[config.mk]
export PLATFORM = sky130hd
export DESIGN_NAME = ahb_bus_arbiter
export DESIGN_NICKNAME = d
export VERILOG_FILES = /design/src/rtl/ahb_bus_arbiter.sv
export SDC_FILE = /design/constraint.sdc
export NUM_CORES = 1
export LEC_CHECK = 0
export ABC_AREA = 1
export BUFFER_PORTS_ARGS = -buffer_cell sky130_fd_sc_hd__buf_2
export CORE_MARGIN = 4
export CORE_UTILIZATION = 60
export DETAILED_ROUTE_END_ITERATION = 10
export PLACE_DENSITY = 0.87
export SKIP_LAST_GASP = 1
export SYNTH_ARGS = -nofsm -noshare
export SYNTH_HDL_FRONTEND = slang
export SYNTH_SLANG_ARGS = --single-unit
[constraint.sdc]
create_clock -name HCLK -period 4.8 [get_ports HCLK]
set_input_delay 0.96 -clock HCLK [delete_from_list [all_inputs] [get_ports HCLK]]
set_output_delay 0.96 -clock HCLK [all_outputs]
set_load 0.02 [all_outputs]
[src/rtl/ahb_bus_arbiter.sv]
// ahb_bus_arbiter: round-robin AHB arbiter with burst/lock ownership hold and default-master parking
module ahb_bus_arbiter #(
  parameter int NUM_MASTERS    = 16,
  parameter int MASTER_W       = 4,
  parameter int DEFAULT_MASTER = 0
) (
  input  logic                   HCLK,
  input  logic                   HRESETn,
  input  logic [NUM_MASTERS-1:0] HBUSREQ,
  input  logic [NUM_MASTERS-1:0] HLOCK,
  input  logic                   HREADY,
  input  logic [1:0]             HTRANS,
  input  logic [2:0]             HBURST,
  output logic [NUM_MASTERS-1:0] HGRANT,
  output logic [MASTER_W-1:0]    HMASTER,
  output logic                   HMASTLOCK
);
  typedef enum logic [1:0] {ARB, BURST, LOCKED, LOCK_TAIL} state_t;
  localparam logic [MASTER_W-1:0] DEF = MASTER_W'(DEFAULT_MASTER);
  state_t state_q, state_d;
  logic [MASTER_W-1:0] own_q, own_d, ptr_q, ptr_d, mst_q, mst_d, win;
  logic [3:0] cnt_q, cnt_d, load;
  logic mlock_q, mlock_d, permit, own_lock, win_lock, nonseq_fixed, seq, idle;
  int sum;
  assign HGRANT       = NUM_MASTERS'(1) << own_q;
  assign HMASTER      = mst_q;
  assign HMASTLOCK    = mlock_q;
  assign own_lock     = |(HLOCK & (NUM_MASTERS'(1) << own_q));
  assign win_lock     = |(HLOCK & (NUM_MASTERS'(1) << win));
  assign seq          = HTRANS == 2'b11;
  assign idle         = HTRANS == 2'b00;
  assign nonseq_fixed = HTRANS == 2'b10 && HBURST[2:1] != 2'b00;
  assign load         = HBURST[2] ? (HBURST[1] ? 4'd14 : 4'd6) : 4'd2;
  // round-robin search starting just after the pointer; the pointer itself is tried last
  always_comb begin
    win = ptr_q;
    sum = 0;
    for (int i = NUM_MASTERS; i >= 1; i--) begin
      sum = int'(ptr_q) + i;
      if (sum >= NUM_MASTERS) sum = sum - NUM_MASTERS;
      if (|(HBUSREQ & (NUM_MASTERS'(1) << sum))) win = MASTER_W'(sum);
    end
  end
  // per-accepted-transfer bookkeeping; every register holds while HREADY is low
  always_comb begin
    state_d = state_q;
    own_d   = own_q;
    ptr_d   = ptr_q;
    mst_d   = mst_q;
    mlock_d = mlock_q;
    cnt_d   = cnt_q;
    permit  = 1'b0;
    if (HREADY) begin
      mst_d   = own_q;
      mlock_d = own_lock;
      case (state_q)
        ARB: begin
          cnt_d   = nonseq_fixed ? load : cnt_q;
          state_d = nonseq_fixed ? BURST : ARB;
          permit  = !nonseq_fixed;
        end
        BURST: begin
          permit  = idle || (seq && cnt_q == 4'd0);
          state_d = permit ? ARB : BURST;
          cnt_d   = (seq && cnt_q != 4'd0) ? cnt_q - 4'd1 : cnt_q;
        end
        LOCKED: begin
          cnt_d   = nonseq_fixed ? load : (seq && cnt_q != 4'd0) ? cnt_q - 4'd1 : cnt_q;
          state_d = own_lock ? LOCKED : LOCK_TAIL;
        end
        default: begin
          state_d = ARB;
          permit  = 1'b1;
        end
      endcase
      if (permit) begin
        own_d = |HBUSREQ ? win : DEF;
        ptr_d = |HBUSREQ ? win : ptr_q;
        if (|HBUSREQ && win_lock) state_d = LOCKED;
      end
    end
  end
  // state registers, asynchronously parked on the default master
  always_ff @(posedge HCLK or negedge HRESETn) begin
    if (!HRESETn) begin
      state_q <= ARB;
      own_q   <= DEF;
      ptr_q   <= DEF;
      mst_q   <= DEF;
      mlock_q <= 1'b0;
      cnt_q   <= 4'd0;
    end else begin
      state_q <= state_d;
      own_q   <= own_d;
      ptr_q   <= ptr_d;
      mst_q   <= mst_d;
      mlock_q <= mlock_d;
      cnt_q   <= cnt_d;
    end
  end
endmodule
==> results.json <==
{
  "status": "finished clean",
  "grt_antenna_before_repair": 0,
  "diodes": 0,
  "die_area_mm2": 0.009199,
  "highest_fanout_seen_on_the_critical_path": 8,
  "ctsHoldBuffers": 0,
  "synth_area_mm2": 0.004637,
  "largest_net_degree_at_the_start_of_global_routing": 21,
  "r2r-end": "state_q[0]",
  "floorplan.die.width_um": 95.91,
  "worst-setup-path-type": "reg2reg",
  "die_height_um": 95.91,
  "setup_viol": 0,
  "place_hpwl_um": 12470,
  "fraction_of_registers_with_async_set_reset_pct": 100.0,
  "critical_path.endpoint_type": "flip-flop",
  "timing.max_slew.rel_slack_pct": 52.41,
  "post-cts-setup-buffers": 0,
  "tritoncts_num_sinks": 19,
  "instances_no_fill": 992,
  "synth_edf_count": 0,
  "drt-total-wl_um": 16960,
  "crit_path_start": "ptr_q[0]",
  "place.detailed.instances": 988,
  "yosysUniqueCellTypes": 47,
  "cts.reportedPaths.clkPinSlew_ns": 0.07,
  "hp-start": "HMASTLOCK",
  "yosysTopAreaCellShare_pct": 20.72,
  "synth_largest_area_cell": "nand3_1",
  "design.portCount": 61,
  "number_of_search_and_repair_iterations_in_the_first_detailed_routing_pass": 8,
  "whs_path_depth": 2,
  "finalCritPeriodShare_pct": 86.78,
  "detailroute.via_count": 6312,
  "worst_setup_path_start_kind": "flip-flop",
  "max-cap-violations": 0,
  "finalMaxSlewViolations": 0,
  "grt_util_all_layers_pct": 37.39,
  "standard_cell_row_count": 31,
  "max_slew.worst_pin.slew_ns": 0.7083,
  "hp-class": "reg2reg",
  "synth-warning-count": 0,
  "worst-r2r-cell-count": 34,
  "worst_r2r_startpoint": "ptr_q[0]",
  "detail_route.drc_violations": 0,
  "setup-tns-final_ns": 0,
  "postSynthCellCount": 855,
  "htree_levels": 1,
  "ys_seq_elements": 19,
  "worst_path_largest_cell_delay_ns": 0.51,
  "cts_max_path_buffers": 2,
  "synth_nets": 914,
  "postSynth.topFlopCell": "dfrtp_1",
  "achievable-frequency_mhz": 240.1,
  "critical_path_arrival_ns": 4.31,
  "critical-path-top-cell-by-count": "nand2_1",
  "grt_first_pass_wirelength_um": 27300,
  "syn_area_per_cell_um2": 5.423,
  "clk_root_buffer_cell": "clkbuf_8",
  "grt_pass1_vias": 5580,
  "holdPathEnd": "HMASTLOCK",
  "cp_slowest_cell": "dfrtp_1",
  "clkLatencyLatePin_ns": 0.25,
  "grt_setup_unrepaired": "no",
  "cts_resized": 0,
  "synth_common_cells": "209 x nand2_1, 192 x nand3_1, 98 x nor2_1, 73 x inv_1, 29 x nand4_1",
  "starting_density_pct": 62.92,
  "most_common_cell_in_the_synthesized_netlist": "nand2_1",
  "core_area_mm2": 0.007370,
  "period_needed_ns": 4.165,
  "timing.final.hold_violations": 0,
  "antenna_violating_nets_post_route": 0,
  "nNetsFinal": 953,
  "total_cts_buffers": 3,
  "final.fill_count": 741,
  "globalRouteOverflowTotal": 0,
  "synth_area_leaders": "nand3_1 21%, nand2_1 17%, dfrtp_1 10%, nor2_1 7.9%, inv_1 5.9%",
  "tritoncts": "done",
  "routed_wire_length_per_instance_um": 17.10,
  "area_growth_pct": 7.879,
  "synth_seq_area_share_pct": 10.25,
  "via_per_inst": 6.363,
  "layout-drive-gt1-share_pct": 12.21,
  "finalWeightedCongestion": 1.021,
  "worst_ep_required_time_ns": 4.95,
  "reg2reg_slack_ns": 0.63,
  "timing.clock.skew_ns": 0.001400,
  "drt_iter0_markers": 707,
  "numPortBuffers": 59
}
==> stage by stage <==
step           instance area, um2  utilization [%]  worst slack (ns)  hold slack, ns
2_1_floorplan                4637                -             1.383          0.5151
3_3_place_gp                 4956            67.25            0.8030          0.4609
3_5_place_dp                 4956            67.25            0.7818          0.4642
4_1_cts                      5002            67.88            0.7601          0.4798
5_1_grt                      5002            67.88            0.2635          0.5247
6_report                     5002            67.88            0.6347          0.4778
==> worst max-delay path by stage <==
stage,end,slack (ns),cells past startpoint
3_3_place_gp,state_q[0],0.80,34
4_1_cts,state_q[0],0.76,34
2_1_floorplan,state_q[0],1.38,35
3_5_place_dp,state_q[0],0.78,34
5_1_grt,state_q[0],0.26,34
6_report,state_q[0],0.63,34
==> worst max-delay path, delay by kind of cell, from the launching register on <==
kind,cells,cell delay [ns]
AO/OA/AOI/OAI,1,0.12
adder cells (fa/ha/maj),1,0.29
buffers and inverters,3,0.54
flip-flops,1,0.51
AND/OR/NAND/NOR,29,2.62
==> flip-flops by register name, indices dropped and copies added, names as in the netlist <==
signal     cells
ptr_q          4
cnt_q          4
own_q          4
HMASTLOCK      1
HMASTER        4
state_q        2
==> cell usage in the layout, fill, tap and decap left out, types with 13 or more instances in the layout <==
master   synthesis  final
ha_1            19     19
o21ai_0         24     24
nand3_1        192    192
nand2_1        209    209
buf_4            3     16
nor2_1          98     98
nor3_1          18     18
inv_1           73     73
a21oi_1         27     27
dfrtp_1         19     19
buf_2           14     59
nor4_1          15     15
o31ai_1         13     13
nand4_1         29     29
==> layout make-up <==
class | instances | area, um2 | area share [%]
Multi-Input combinational cell | 711 | 3618 | 72.34
Sequential cell | 19 | 475.5 | 9.505
Timing Repair Buffer | 75 | 415.4 | 8.304
Inverter | 84 | 322.8 | 6.453
Tap cell | 99 | 123.9 | 2.476
Clock buffer | 3 | 41.29 | 0.8254
Clock inverter | 1 | 5.005 | 0.1000
==> layer usage <==
| layer | share of wire, % | track usage, % | up-vias |
|---|---|---|---|
| met1 | 40 | 51.43 | 2738 |
| met5 | 0 | 0 | - |
| li1 | - | - | 3021 |
| met4 | 4.6 | 17.77 | 0 |
| met2 | 42 | 55.65 | 466 |
| met3 | 13 | 7.584 | 87 |
==> cells by family after synthesis <==
logic type | share of synthesized area (%)
flops | 10.25
simple gates | 55.99
buf+inv | 11.71
xor+xnor | 1.835
fa+ha+maj | 5.127
compound gates | 15.08
Power is left out: the tool's default activity adds up to more than one toggle a clock period on the data nets, which glitch-free logic cannot reach.
